File: config.mk
export PLATFORM = sky130hd
export DESIGN_NAME = pipelined_adder_flat
export DESIGN_NICKNAME = d
export VERILOG_FILES = /design/src/rtl/pipelined_adder_pkg.sv /design/src/rtl/pipelined_adder_if.sv /design/src/rtl/pipelined_adder_chunk.sv /design/src/rtl/pipelined_adder.sv /design/src/flat_wrapper.sv
export SDC_FILE = /design/constraint.sdc
export NUM_CORES = 1
export LEC_CHECK = 0
export BUFFER_PORTS_ARGS = -buffer_cell sky130_fd_sc_hd__buf_4
export CORE_MARGIN = 2
export CORE_UTILIZATION = 35
export CTS_CLUSTER_DIAMETER = 120
export CTS_CLUSTER_SIZE = 14
export DETAILED_ROUTE_END_ITERATION = 8
export PLACE_DENSITY_LB_ADDON = 0.12
export SLEW_MARGIN = 10
export SYNTH_ARGS = -nofsm -noshare
export SYNTH_HDL_FRONTEND = slang
export SYNTH_HIERARCHICAL = 1
export SYNTH_SLANG_ARGS = --single-unit
File: constraint.sdc
create_clock -name clk -period 2.45 [get_ports clk]
set_input_delay 0 -clock clk [delete_from_list [all_inputs] [get_ports clk]]
set_output_delay 0 -clock clk [all_outputs]
set_load 0.01 [all_outputs]
File: src/rtl/pipelined_adder_pkg.sv
// Shared definitions for the pipelined adder: default geometry, chunk sizing
// and the parameter legality check used at elaboration.
package pipelined_adder_pkg;

    localparam int DEFAULT_WIDTH  = 16;
    localparam int DEFAULT_STAGES = 4;

    // Bits handled by each pipeline stage.
    function automatic int chunk_width(input int width, input int stages);
        return (stages > 0) ? (width / stages) : 1;
    endfunction

    // The carry chain must split into equal, non-empty chunks.
    function automatic bit params_legal(input int width, input int stages);
        return (stages >= 1) && (stages <= width) && ((width % stages) == 0);
    endfunction

endpackage

File: src/rtl/pipelined_adder_if.sv
// Operand/result handshake bundle for pipelined_adder.
// SUB exists only when PIPELINED_ADDER_SUB_EN is defined.
interface pipelined_adder_if
    import pipelined_adder_pkg::*;
#(
    parameter int WIDTH = DEFAULT_WIDTH
) ();

    logic             in_valid;
    logic             in_ready;
    logic [WIDTH-1:0] A;
    logic [WIDTH-1:0] B;
    logic             C_in;
`ifdef PIPELINED_ADDER_SUB_EN
    logic             SUB;
`endif
    logic             out_valid;
    logic             out_ready;
    logic [WIDTH-1:0] Y;
    logic             C_out;
    logic             OVF;

    // Producer of operands / consumer of results.
    modport master (
        output in_valid,
        output A,
        output B,
        output C_in,
`ifdef PIPELINED_ADDER_SUB_EN
        output SUB,
`endif
        output out_ready,
        input  in_ready,
        input  out_valid,
        input  Y,
        input  C_out,
        input  OVF
    );

    // The adder itself.
    modport slave (
        input  in_valid,
        input  A,
        input  B,
        input  C_in,
`ifdef PIPELINED_ADDER_SUB_EN
        input  SUB,
`endif
        input  out_ready,
        output in_ready,
        output out_valid,
        output Y,
        output C_out,
        output OVF
    );

endinterface

File: src/rtl/pipelined_adder_chunk.sv
// Combinational W-bit ripple adder used as one pipeline stage's slice of the
// carry chain; also exposes the carry into its MSB for overflow detection.
module adder_chunk
    import pipelined_adder_pkg::*;
#(
    parameter int W = DEFAULT_WIDTH / DEFAULT_STAGES
) (
    input  logic [W-1:0] a,
    input  logic [W-1:0] b,
    input  logic         c_in,
    output logic [W-1:0] s,
    output logic         c_out,
    output logic         c_msb_in
);

    logic [W:0] c;

    assign c[0] = c_in;

    for (genvar gi = 0; gi < W; gi++) begin : g_bit
        assign s[gi]    = a[gi] ^ b[gi] ^ c[gi];
        assign c[gi+1]  = (a[gi] & b[gi]) | (c[gi] & (a[gi] ^ b[gi]));
    end

    assign c_out    = c[W];
    assign c_msb_in = c[W-1];

endmodule

File: src/rtl/pipelined_adder.sv
// WIDTH-bit adder with the carry chain split over STAGES registered chunks and
// valid/ready flow control. Define PIPELINED_ADDER_SUB_EN to add subtract mode.
module pipelined_adder
    import pipelined_adder_pkg::*;
#(
    parameter int WIDTH  = DEFAULT_WIDTH,
    parameter int STAGES = DEFAULT_STAGES
) (
    input  logic             clk,
    input  logic             rst_n,
    pipelined_adder_if.slave bus
);

    localparam int CHUNK = chunk_width(WIDTH, STAGES);

    if (!params_legal(WIDTH, STAGES)) begin : g_param_check
        $error("pipelined_adder: WIDTH=%0d must be a multiple of STAGES=%0d (1..WIDTH)",
               WIDTH, STAGES);
    end

    // Per-stage pipeline registers. Operands travel whole; each stage only
    // consumes its own chunk and later stages pick up the upper bits.
    logic [WIDTH-1:0] a_reg     [STAGES];
    logic [WIDTH-1:0] b_reg     [STAGES];
    logic [WIDTH-1:0] sum_reg   [STAGES];
    logic             carry_reg [STAGES];
    logic             ovf_reg   [STAGES];
    logic             valid_reg [STAGES];

    logic             en;
    logic [WIDTH-1:0] a_entry;
    logic [WIDTH-1:0] b_entry;
    logic             c_entry;

    // Subtraction is folded into the operands at entry, so only stage 0 sees SUB.
    always_comb begin
        a_entry = bus.A;
`ifdef PIPELINED_ADDER_SUB_EN
        b_entry = bus.SUB ? ~bus.B : bus.B;
        c_entry = bus.SUB ? 1'b1   : bus.C_in;
`else
        b_entry = bus.B;
        c_entry = bus.C_in;
`endif
    end

    // Whole pipe advances together; a stalled output freezes every stage.
    assign en           = !valid_reg[STAGES-1] || bus.out_ready;
    assign bus.in_ready = en;

    for (genvar gi = 0; gi < STAGES; gi++) begin : g_stage
        logic [WIDTH-1:0] a_in;
        logic [WIDTH-1:0] b_in;
        logic [WIDTH-1:0] sum_in;
        logic [WIDTH-1:0] sum_next;
        logic             c_in;
        logic             v_in;
        logic [CHUNK-1:0] s;
        logic             co;
        logic             cmsb;

        if (gi == 0) begin : g_first
            assign a_in   = a_entry;
            assign b_in   = b_entry;
            assign c_in   = c_entry;
            assign v_in   = bus.in_valid;
            assign sum_in = '0;
        end else begin : g_next
            assign a_in   = a_reg[gi-1];
            assign b_in   = b_reg[gi-1];
            assign c_in   = carry_reg[gi-1];
            assign v_in   = valid_reg[gi-1];
            assign sum_in = sum_reg[gi-1];
        end

        adder_chunk #(
            .W(CHUNK)
        ) u_chunk (
            .a        (a_in[gi*CHUNK +: CHUNK]),
            .b        (b_in[gi*CHUNK +: CHUNK]),
            .c_in     (c_in),
            .s        (s),
            .c_out    (co),
            .c_msb_in (cmsb)
        );

        always_comb begin
            sum_next                     = sum_in;
            sum_next[gi*CHUNK +: CHUNK]  = s;
        end

        // Only the last stage's overflow flag reaches the output; the chunk
        // holding the MSB is the one whose carries define signed overflow.
        always_ff @(posedge clk or negedge rst_n) begin
            if (!rst_n) begin
                a_reg[gi]     <= '0;
                b_reg[gi]     <= '0;
                sum_reg[gi]   <= '0;
                carry_reg[gi] <= 1'b0;
                ovf_reg[gi]   <= 1'b0;
                valid_reg[gi] <= 1'b0;
            end else if (en) begin
                a_reg[gi]     <= a_in;
                b_reg[gi]     <= b_in;
                sum_reg[gi]   <= sum_next;
                carry_reg[gi] <= co;
                ovf_reg[gi]   <= cmsb ^ co;
                valid_reg[gi] <= v_in;
            end
        end
    end

    assign bus.out_valid = valid_reg[STAGES-1];
    assign bus.Y         = sum_reg[STAGES-1];
    assign bus.C_out     = carry_reg[STAGES-1];
    assign bus.OVF       = ovf_reg[STAGES-1];

endmodule

File: src/flat_wrapper.sv
// flat-port wrapper written by rule: the top's interface ports become plain ports
module pipelined_adder_flat import pipelined_adder_pkg::*;
#(
    parameter int WIDTH  = DEFAULT_WIDTH,
    parameter int STAGES = DEFAULT_STAGES
)
  (clk, rst_n, bus_in_valid, bus_A, bus_B, bus_C_in, bus_out_ready, bus_in_ready, bus_out_valid, bus_Y, bus_C_out, bus_OVF);
  pipelined_adder_if #(.WIDTH(WIDTH)) bus_i ();
  input  logic clk;
  input  logic rst_n;
  input wire logic [$bits(bus_i.in_valid)-1:0] bus_in_valid;
  input wire logic [$bits(bus_i.A)-1:0] bus_A;
  input wire logic [$bits(bus_i.B)-1:0] bus_B;
  input wire logic [$bits(bus_i.C_in)-1:0] bus_C_in;
  input wire logic [$bits(bus_i.out_ready)-1:0] bus_out_ready;
  output wire logic [$bits(bus_i.in_ready)-1:0] bus_in_ready;
  output wire logic [$bits(bus_i.out_valid)-1:0] bus_out_valid;
  output wire logic [$bits(bus_i.Y)-1:0] bus_Y;
  output wire logic [$bits(bus_i.C_out)-1:0] bus_C_out;
  output wire logic [$bits(bus_i.OVF)-1:0] bus_OVF;
  assign bus_i.in_valid = bus_in_valid;
  assign bus_i.A = bus_A;
  assign bus_i.B = bus_B;
  assign bus_i.C_in = bus_C_in;
  assign bus_i.out_ready = bus_out_ready;
  assign bus_in_ready = bus_i.in_ready;
  assign bus_out_valid = bus_i.out_valid;
  assign bus_Y = bus_i.Y;
  assign bus_C_out = bus_i.C_out;
  assign bus_OVF = bus_i.OVF;
  pipelined_adder #(.WIDTH(WIDTH), .STAGES(STAGES)) u_core (.clk(clk), .rst_n(rst_n), .bus(bus_i));
endmodule
Word-level counts from Yosys, hierarchy flattened
Index checks and enable logic that the tools add are counted.
{"block": "totals", "register_bits": 145, "latch_bits": 0, "mem_bits_rw": 0, "mem_bits_ro": 0, "input_bits": 37, "out_inout_bits": 20, "elab_cells": 102, "memories": 0}
{"block": "op_classes", "n_addsub": 0, "n_mul": 0, "n_div": 0, "order_cmp": 0, "eq_ne": 0, "n_shift": 0, "muxes": 0, "bitwise_logic": 81, "reduce_logical": 2}
{"op": "bitwise XOR 1 bit", "n": 33}
{"op": "bitwise AND 1 bit", "n": 32}
{"op": "bitwise OR 1 bit", "n": 16}
{"op": "logical NOT 1 bit", "n": 1}
{"op": "logical OR 1 bit", "n": 1}

Depth between registers and ports, before layout
Gate-level depths: netlist of the first run.
{"block": "depth", "ltp_word": 10, "mapped_depth": 8, "depth_no_buf": 8}

Cells and area by module
The synthesis of the first run kept the hierarchy.
{"module": "pipelined_adder", "n_inst": 1, "cells_per_inst": 207, "area_each_um2": 3684.8, "seq_area_each_um2": 2427.3}
{"module": "adder_chunk", "n_inst": 4, "cells_per_inst": 12, "area_each_um2": 110.1, "seq_area_each_um2": 0.0}

Worst setup path before layout of the first run
No wires, ideal clock.
{"block": "synth_path", "kind": "register to register", "startpoint": "reg u_core.a_reg (netlist bit u_core/g_stage[3].a_in[12])", "endpoint": "reg u_core.sum_reg (netlist bit u_core/bus.Y[15])", "setup_ns": 0.125, "arrival_ns": 2.028, "required_ns": 2.325, "setup_slack_ns": 0.297, "path_stages_with_launch": 8, "n_path_buf": 0, "period_less_slack_ns": 2.153, "path_cell_list": "dfrtp_1 fa_1 inv_1 fa_1 fa_1 inv_1 fa_1 mux2_2"}
{"block": "synth_between", "elab_chain_len": 8, "elab_cells_between_ends": 9, "classes_between": "bitwise (9)"}
{"item": "start: declaration", "line": "pipelined_adder.sv:23", "source": "logic [WIDTH-1:0] a_reg [STAGES];"}
{"item": "start signal: indexed assignment", "line": "pipelined_adder.sv:103", "source": "a_reg[gi] <= a_in;"}
{"item": "bitwise XOR 1 bit", "line": "pipelined_adder_chunk.sv:22", "source": "assign c[gi+1] = (a[gi] & b[gi]) | (c[gi] & (a[gi] ^ b[gi]));"}
{"item": "bitwise AND 1 bit", "line": "pipelined_adder_chunk.sv:22"}
{"item": "bitwise OR 1 bit (*)", "line": "pipelined_adder_chunk.sv:22"}
{"item": "bitwise AND 1 bit (*)", "line": "pipelined_adder_chunk.sv:22"}
{"item": "bitwise OR 1 bit (*)", "line": "pipelined_adder_chunk.sv:22"}
{"item": "bitwise AND 1 bit (*)", "line": "pipelined_adder_chunk.sv:22"}
{"item": "bitwise OR 1 bit (*)", "line": "pipelined_adder_chunk.sv:22"}
{"item": "via u_core.g_stage[3].cmsb", "line": "pipelined_adder.sv:60", "source": "logic cmsb;"}
{"item": "bitwise XOR 1 bit (*)", "line": "pipelined_adder_chunk.sv:21", "source": "assign s[gi] = a[gi] ^ b[gi] ^ c[gi];"}
{"item": "via u_core.g_stage[3].s[3]", "line": "pipelined_adder.sv:58", "source": "logic [CHUNK-1:0] s;"}
{"item": "end signal: indexed assignment", "line": "pipelined_adder.sv:105", "source": "sum_reg[gi] <= sum_next;"}
{"item": "end: declaration", "line": "pipelined_adder.sv:25", "source": "logic [WIDTH-1:0] sum_reg [STAGES];"}
The timed path passes the listed nets; every way through them passes the cells marked *.
A chain may end at the register's enable or synchronous reset.

Final worst setup path of the first run
Same ends and word-level chain as after synthesis.

==> out/metrics.cfg, run 1 <==
[setup_path]
cpMaxStageDelayCell = fa_1
cp_top_family = adder cells
reg2regPathDepth = 7
arrival_ns = 2.47
endpoint_kind = flop
start_kind = flop
worstReg2RegEnd = u_core/bus.Y[15]$_DFFE_PN0P_
timing.rr.start = u_core/g_stage[3].a_in[12]$_DFFE_PN0P_
cp_max_fo = 2
crit_required_ns = 2.68
max_stage_delay_ns = 0.41
crit_path_frequent_cell = fa_1
crit_buf_inv = 2
rrSetupSlack_ns = 0.22
critPathKind = reg2reg
path_cells = fa_1 -> inv_1 -> fa_1 -> fa_1 -> inv_1 -> fa_1 -> mux2_2

[cts]
clock_latency_ns = 0.34
post_cts_buffers = 0
ctsRootBufferMaster = clkbuf_16
cts_tree = built
cts.htree.levels = 3
ctsLongestPathBuffers = 2
cts_inserted_buffers = 9
cts.sinks = 97
clkSlewWorstSetupHoldPaths_ns = 0.07

[pwr]
p_sw_share_pct = 27.82
p_sw_mw = 1.772
power_leakage_nw = 2.477
combPwrFrac_pct = 34.0
p_int_mw = 4.599
p_per_area_mw_per_mm2 = 1203
pwr-share-seq_pct = 42.0
vdd.ir_drop.worst_mv = 0.6338
pwr-share-clk_pct = 24.0
finalPower_mw = 6.371

[floorplanning]
start_util_pct = 35.97
die_area_sq_mm = 0.01267
rows = 39
die_y_um = 112.6
dieWidth_um = 112.6
ios = 57
core_sq_mm = 0.01147

[worst_hold_path]
min_to = u_core/g_stage[1].sum_in[0]$_DFFE_PN0P_
hold_path.class = in2reg
min_from = bus_C_in
hold_depth = 3

[global_routing]
grt_antenna_before_repair = 0
grt_pass1_wl_mm = 11.27
grt_usage_pct = 11.59
grt_pass1_vias = 2307
grt_max_degree = 56
grt-ovfl-total = 0

[sta]
fmax_ghz = 0.4477
setup_viol = 0
tightestPinTransition_ns = 0.7040
timing.setup.tns_ns = 0
grt_setup_unrepaired = no
max_slew_margin_pct = 53.06
min_period_ns = 2.234
worst_slack_ns = 0.2162
skew_ns = 0.006462
post-route-period-util_pct = 91.18
slew_viol_final = 0
hold_viol_final = 0
holdWs_ns = 0.03930

[cells_and_area]
antenna_cells = 0
mostFrequentLayoutCell = dfrtp_1
mostFrequentLayoutCells = dfrtp_1 (97), mux2_2 (78), buf_4 (59), inv_1 (32), dlygate4sd3_1 (26)
drive_above_1_share_pct = 50.14
area_growth_pct = 28.42
final_nets = 395

[drt]
vias_per_cell = 4.388
drt_drc_violations_left = 0
postRouteAntennaNets = 0
wirelength_mm = 6.472
vias = 2150
drt-initial-drc-count = 52
drt-wirelength-per-cell_um = 13.21
first_pass_iters = 4

[yosys]
synthCells = 255
syn-num-nets = 308
syn_area_sq_mm = 0.004125
synthDistinctLibCells = 10
yosysSeqAreaShare_pct = 58.84
yosys_register_bits = 97
avgSynthCellArea_sq_um = 16.18
yosysWarnings = 6

[place]
dpl.hpwl_mm = 4.291
port_buffers = 56
place_ws_ns = 0.1907
place_congestion = 0.6932

[outcome]
status = finished, final reports clean

[flow_run]
max_cap_viol_count = 0

-- state kept, by name, summed over array words and instances, names as in the netlist --
name,cells
u_core/g_stage.sum_in,24
u_core/g_stage.v_in,3
u_core/bus.OVF,1
u_core/bus.Y,16
u_core/bus.C_out,1
u_core/g_stage.a_in,24
u_core/bus.out_valid,1
u_core/g_stage.c_in,3
u_core/g_stage.b_in,24
-- worst max-delay path by stage --
stage                                               to  slack, ns  depth (start not counted)                                   start
after floorplan           u_core/bus.Y[15]$_DFFE_PN0P_       0.30                          7  u_core/g_stage[3].a_in[12]$_DFFE_PN0P_
after global placement    u_core/bus.Y[15]$_DFFE_PN0P_       0.22                          7  u_core/g_stage[3].a_in[12]$_DFFE_PN0P_
after detailed placement  u_core/bus.Y[15]$_DFFE_PN0P_       0.19                          7  u_core/g_stage[3].a_in[12]$_DFFE_PN0P_
after CTS                 u_core/bus.Y[15]$_DFFE_PN0P_       0.20                          7  u_core/g_stage[3].b_in[12]$_DFFE_PN0P_
after global routing      u_core/bus.Y[15]$_DFFE_PN0P_       0.06                          7  u_core/g_stage[3].b_in[12]$_DFFE_PN0P_
final                     u_core/bus.Y[15]$_DFFE_PN0P_       0.22                          7  u_core/g_stage[3].a_in[12]$_DFFE_PN0P_
-- kinds of logic after synthesis --
family	Yosys count	synth area share, %
buffers and inverters	43	4.853
xor gates and xnor gates	1	0.2124
muxes	96	27.84
DFF	97	58.84
adders and majority gates	16	7.765
and+or+nand+nor	2	0.4853
-- area by class of cell --
class	count	area (sq um)
Fill cell	1036	6170
Inverter	32	120.1
Clock inverter	5	77.57
Clock buffer	11	252.7
Tap cell	143	178.9
Timing Repair Buffer	87	743.2
Sequential cell	97	2427
Multi-Input combinational cell	115	1498
-- timing repair --
item	4_1_cts	5_1_grt
hold buffers	26	0
hold endpoints to repair	77	0
resized for setup	0	0
-- Yosys cell counts --
| library cell | count | area share, % |
|---|---|---|
| dfrtp_1 | 97 | 59 |
| nand2b_1 | 1 | 0.15 |
| buf_6 | 4 | 1.1 |
| mux2_4 | 18 | 6.6 |
| inv_1 | 32 | 2.9 |
| buf_2 | 7 | 0.85 |
| xor2_1 | 1 | 0.21 |
| fa_1 | 16 | 7.8 |
| mux2_2 | 78 | 21 |
| nand2b_4 | 1 | 0.33 |
-- routing by layer --
metal	routed length [um]	share of wire [%]	up-vias	global-route usage, %
li1	-	-	1016	-
met1	3041	47	1084	15.15
met2	2991	46	41	17.29
met3	323	5.0	9	4.806
met4	116	1.8	0	4.390
met5	0	0	-	0
-- power groups by stage --
| stage | combinational (mW) | clock (mW) | sequential [mW] |
|---|---|---|---|
| floorplan | 1.53 | 0 | 2.69 |
| global placement | 2.17 | 0 | 2.71 |
| detailed placement | 2.19 | 0 | 2.73 |
| CTS | 2.23 | 1.58 | 2.70 |
| global route | 2.47 | 1.66 | 2.79 |
| finish | 2.16 | 1.53 | 2.68 |
-- tightest hold or removal path, cell delays in order --
cell and delay [ns]:
buf_4 0.08, fa_1 0.14, mux2_2 0.13
-- metrics by stage --
step           util [%]  cell area (sq um)  cells
6_report          46.20               5298    490
4_1_cts           46.20               5298    490
2_1_floorplan         -               4125    255
5_1_grt           46.20               5298    490
3_5_place_dp      41.05               4707    448
3_3_place_gp      41.05               4707    448
(Power assumes the default switching activity.)
==> inputs of run 2 (changes only) <==
--- a/config.mk
+++ b/config.mk
@@ -5,6 +5,7 @@
 export SDC_FILE = /design/constraint.sdc
 export NUM_CORES = 1
 export LEC_CHECK = 0
+export ABC_AREA = 1
 export BUFFER_PORTS_ARGS = -buffer_cell sky130_fd_sc_hd__buf_4
 export CORE_MARGIN = 2
 export CORE_UTILIZATION = 35
==> out/metrics.cfg, run 2 <==
[outcome]
status = finished, final reports clean

[setup_path]
reg2regPathDepth = 8
path_cells = fa_1 -> inv_1 -> fa_1 -> fa_1 -> inv_1 -> fa_1 -> nand2_1 -> o21ai_0
cp_max_fo = 2
critPathLaunch = u_core/g_stage[2].a_in[8]$_DFFE_PN0P_
timing.rr.start = u_core/g_stage[2].a_in[8]$_DFFE_PN0P_
crit_required_ns = 2.62
critPathKind = reg2reg
rrSetupSlack_ns = 0.25
endpoint_kind = flop
cpMaxStageDelayCell = fa_1
max_stage_delay_ns = 0.40
arrival_ns = 2.37
start_kind = flop
crit_path_frequent_cell = fa_1

[sta]
skew_ns = 0.003429
setup_viol = 0
tightestPinTransition_ns = 0.9656
min_period_ns = 2.197
hold_viol_final = 0
slew_viol_final = 0
fmax_ghz = 0.4551
timing.setup.tns_ns = 0
post-route-period-util_pct = 89.69
grt_setup_unrepaired = no
max_slew_margin_pct = 35.63

[floorplanning]
die_area_sq_mm = 0.01253
rows = 39
core_sq_mm = 0.01137
dieWidth_um = 111.9
ios = 57
die_y_um = 111.9
start_util_pct = 35.85

[yosys]
synth_area_leader_cell = dfrtp_1
yosys-top-cells-count = nand2_1 (202), dfrtp_1 (97), inv_1 (57)
synthFlopType = dfrtp_1
synth_top_family_by_area = simple AND/OR/NAND/NOR gates
syn_area_sq_mm = 0.004076
synth_top_area_share_pct = 59.55
yosys_register_bits = 97
synth_xor_area_share_pct = 0
synth-compound-area-share_pct = 5.402
synth_simple_gate_area_share_pct = 19.15
yosysSeqAreaShare_pct = 59.55
async_flop_share_pct = 100.0
synthAdderAreaFrac_pct = 7.858
synthDistinctLibCells = 12
yosysMostFrequentCell = nand2_1
yosysWarnings = 6
syn-num-nets = 493
synth-edff-count = 0
avgSynthCellArea_sq_um = 9.265
yosys-top-cells-area = dfrtp_1 (60%), nand2_1 (19%), fa_1 (7.9%)
muxShareOfSynthArea_pct = 0
synthCells = 440

[drt]
vias_per_cell = 4.330
postRouteAntennaNets = 0
wirelength_mm = 7.409
wl_met2_mm = 3.377
drt_drc_violations_left = 0
top_layer = met4
drt-wirelength-per-cell_um = 11.21
first_pass_iters = 4
drt-initial-drc-count = 128
wl_met3_um = 285
wl_met1_mm = 3.601
vias = 2862

[cells_and_area]
final_nets = 568
antenna_cells = 0
drive_above_1_share_pct = 13.90
fillers = 1137
area_growth_pct = 25.97
mostFrequentLayoutCell = nand2_1
multi_input_area_sq_mm = 0.001326
mostFrequentLayoutCells = nand2_1 (202), dfrtp_1 (97), inv_1 (57), buf_4 (56), o21ai_0 (44)
regArea_sq_mm = 0.002427
fin_util_pct = 45.16
postLayoutCellArea_sq_mm = 0.005135

[pwr]
p_sw_mw = 2.023
p_int_mw = 3.856
pwr-share-seq_pct = 44.9
power_leakage_nw = 2.704
combPwrFrac_pct = 33.4
vdd.ir_drop.worst_mv = 0.7312
finalPower_mw = 5.879
p_sw_share_pct = 34.41
pwr-share-clk_pct = 21.7
p_per_area_mw_per_mm2 = 1145

[cts]
ctsRootBufferMaster = clkbuf_16
clock_latency_ns = 0.33
clkSlewWorstSetupHoldPaths_ns = 0.06
post_cts_resized = 0
cts_inserted_buffers = 9
ctsLongestPathBuffers = 2
cts.htree.levels = 3
post_cts_buffers = 0
cts.sinks = 97
cts_tree = built
postCtsHoldBufs = 26

[place]
port_buffers = 56
dpl.hpwl_mm = 4.509
place_congestion = 0.7028
placed_area_sq_mm = 0.004611

[worst_hold_path]
hold_depth = 4
hold_path.class = in2reg
min_from = bus_C_in

[global_routing]
grt_usage_pct = 12.95
grt_antenna_before_repair = 0
grt_pass1_vias = 2843
grt-ovfl-total = 0
grt_max_degree = 99
grt_pass1_wl_mm = 13.01

[flow_run]
max_cap_viol_count = 0

run 2: cell count changes in the layout (fill, tap and decap cells not counted), sizes merged, moves of 2 or more:
cell    before  now
nand2b       2    0
inv         32   58
o21ai        0   44
mux2        96    0
clkbuf      11   14
nand2        0  203
buf         61   58
bufinv       2    0
clkinv       2    0
run 2: critical path: cells and delay by family, from the launching register on:
family	cells	cell delay (ns)
flops	1	0.38
compound gates	1	0.11
fa+ha+maj	4	1.34
buf+inv	2	0.13
simple gates	1	0.07
run 2: metrics by stage:
stage | hold WS, ns | instances | setup slack (ns)
2_1_floorplan | -0.2956 | 440 | 0.4428
3_3_place_gp | 0.05693 | 621 | 0.3418
3_5_place_dp | 0.05542 | 621 | 0.2811
4_1_cts | 0.01312 | 661 | 0.2645
5_1_grt | 0.04941 | 661 | 0.1680
6_report | 0.02508 | 661 | 0.2527
run 2: final cells by class:
class                      count  area share, %
tap                          143          3.484
inverter                      58          4.240
timing repair buffer          84          14.04
clock buffer                  14          5.141
sequential                    97          47.27
multi-input combinational    265          25.83
run 2: path summary, 6_finish.rpt:
path                                                            endpoint
max in group asynchronous         u_core/g_stage[1].a_in[15]$_DFFE_PN0P_
min in group asynchronous                    u_core/bus.Y[9]$_DFFE_PN0P_
worst max register to register  u_core/g_stage[3].sum_in[11]$_DFFE_PN0P_
worst min register to register          u_core/bus.out_valid$_DFFE_PN0P_
worst min-delay path             u_core/g_stage[1].sum_in[0]$_DFFE_PN0P_
worst max-delay path            u_core/g_stage[3].sum_in[11]$_DFFE_PN0P_
run 2: power by group through the flow:
stage                     Clock, mW  Sequential [mW]  Combinational, mW
after global placement            0             2.65               1.95
after floorplan                   0             2.67               1.30
final                          1.27             2.64               1.96
after detailed placement          0             2.67               1.98
after CTS                      1.33             2.65               2.02
after global routing           1.39             2.73               2.34
run 2: cells by family (layout without fill, tap and decap cells):
kind of cell    count (synthesis)  in the layout
fa+ha+maj                      16             16
buf+inv                        78            156
compound gates                 44             44
simple gates                  205            205
flops                          97             97
run 2: layer usage:
metal	vias to the layer above	global-route usage [%]
li1	1457	-
met1	1342	17.47
met2	52	20.16
met3	11	2.450
met4	0	6.420
met5	-	0
==> inputs of run 3 (changes only) <==
--- a/config.mk
+++ b/config.mk
@@ -6,12 +6,12 @@
 export NUM_CORES = 1
 export LEC_CHECK = 0
 export ABC_AREA = 1
-export BUFFER_PORTS_ARGS = -buffer_cell sky130_fd_sc_hd__buf_4
 export CORE_MARGIN = 2
 export CORE_UTILIZATION = 35
 export CTS_CLUSTER_DIAMETER = 120
 export CTS_CLUSTER_SIZE = 14
 export DETAILED_ROUTE_END_ITERATION = 8
+export DONT_BUFFER_PORTS = 1
 export PLACE_DENSITY_LB_ADDON = 0.12
 export SLEW_MARGIN = 10
 export SYNTH_ARGS = -nofsm -noshare
==> out/metrics.cfg, run 3 (synthesized netlist as in run 2, its figures left out) <==
[cells_and_area]
mostFrequentLayoutCell = nand2_1
mostFrequentLayoutCells = nand2_1 (202), dfrtp_1 (97), inv_1 (57), o21ai_0 (44), dlygate4sd3_1 (30)
final_nets = 517
antenna_cells = 0
drive_above_1_share_pct = 4.264
postLayoutCellArea_sq_mm = 0.004841
fin_util_pct = 42.58
area_growth_pct = 18.75

[cts]
ctsLongestPathBuffers = 2
cts.sinks = 97
clkSlewWorstSetupHoldPaths_ns = 0.06
post_cts_buffers = 0
cts_tree = built
cts_inserted_buffers = 9
cts.htree.levels = 3
ctsRootBufferMaster = clkbuf_16
clock_latency_ns = 0.34

[setup_path]
reg2regPathDepth = 8
crit_required_ns = 2.68
cp_max_fo = 3
critPathKind = reg2reg
arrival_ns = 2.32
endpoint_kind = flop
start_kind = flop

[place]
port_buffers = 0
place_congestion = 0.7221
dpl.hpwl_mm = 4.421
placed_area_sq_mm = 0.004190

[global_routing]
grt_max_degree = 98
grt-busiest-layer = met2
grt_pass1_wl_mm = 13.01
grt_use_met1_pct = 17.59
grt_pass1_vias = 2760
grt-ovfl-total = 0
use_met2_pct = 19.96
grt_util_met3_pct = 2.504
grt_usage_pct = 12.95
grt_antenna_before_repair = 0

[drt]
first_pass_iters = 4
drt-wirelength-per-cell_um = 11.99
drt-initial-drc-count = 166
vias = 2670
drt_drc_violations_left = 0
wirelength_mm = 7.335
vias_per_cell = 4.363
postRouteAntennaNets = 0

[floorplanning]
start_util_pct = 35.85
rows = 39
die_y_um = 111.9
core_sq_mm = 0.01137
ios = 57
dieWidth_um = 111.9
die_area_sq_mm = 0.01253

[sta]
post-route-period-util_pct = 85.23
fmax_ghz = 0.4789
min_period_ns = 2.088
skew_ns = 0.006293
slew_viol_final = 0
hold_viol_final = 0
max_slew_margin_pct = 65.33
holdWs_ns = 0.03373
tightestPinTransition_ns = 0.5201
setup_viol = 0
grt_setup_unrepaired = no
timing.setup.tns_ns = 0

[pwr]
finalPower_mw = 5.880
p_per_area_mw_per_mm2 = 1215
vdd.ir_drop.worst_mv = 0.8127
power_leakage_nw = 2.486

[flow_run]
max_cap_viol_count = 0

[worst_hold_path]
hold_depth = 5
hold_path.class = in2reg

[outcome]
status = finished, final reports clean

## run 3: what timing repair did
item,in CTS,in global routing
gates resized for setup,0,0
hold endpoints to repair,125,0
hold buffers,31,0
## run 3: path summary, 6_finish.rpt
kind	slack, ns	end	startpoint
setup / recovery	0.36	u_core/bus.Y[15]$_DFFE_PN0P_	u_core/g_stage[3].a_in[12]$_DFFE_PN0P_
hold / removal	0.03	u_core/g_stage[1].sum_in[2]$_DFFE_PN0P_	bus_B[2]
setup reg to reg	0.36	u_core/bus.Y[15]$_DFFE_PN0P_	u_core/g_stage[3].a_in[12]$_DFFE_PN0P_
hold reg to reg	0.46	u_core/bus.out_valid$_DFFE_PN0P_	u_core/g_stage[3].v_in$_DFFE_PN0P_
max in group asynchronous	1.83	u_core/g_stage[2].b_in[15]$_DFFE_PN0P_	rst_n
min in group asynchronous	0.26	u_core/bus.Y[8]$_DFFE_PN0P_	rst_n
## run 3: worst max-delay path, stage by stage, from the launching register on
cell and delay, ns:
dfrtp_1 0.38, fa_1 0.18, inv_1 0.05, fa_1 0.37
fa_1 0.36, inv_1 0.11, fa_1 0.42, nand2_1 0.07
nand2_1 0.06
## run 3: layout make-up
type / instances / area [sq um]
Clock buffer: 12 / 246.5
Clock inverter: 4 / 76.32
Fill cell: 1133 / 6529
Inverter: 58 / 217.7
Multi-Input combinational cell: 265 / 1326
Sequential cell: 97 / 2427
Tap cell: 143 / 178.9
Timing Repair Buffer: 33 / 367.9
## run 3: through the flow
| step | cells | setup WS (ns) |
|---|---|---|
| finish | 612 | 0.3617 |
| global route | 612 | 0.2280 |
| CTS | 612 | 0.3345 |
| detailed placement | 565 | 0.3501 |
| global placement | 565 | 0.3732 |
| floorplan | 440 | 0.4428 |
## run 3: power by group
| group | internal, mW | total, mW | switching (mW) |
|---|---|---|---|
| Sequential | 2.29 | 2.72 | 0.430 |
| Clock | 0.925 | 1.51 | 0.581 |
| Combinational | 0.635 | 1.65 | 1.02 |
| Total | 3.85 | 5.88 | 2.03 |
## run 3: metal layers
| metal | part of all wire, % | vias up |
|---|---|---|
| met3 | 3.1 | 11 |
| met1 | 50 | 1256 |
| li1 | - | 1360 |
| met2 | 45 | 43 |
| met5 | 0 | - |
| met4 | 2.3 | 0 |
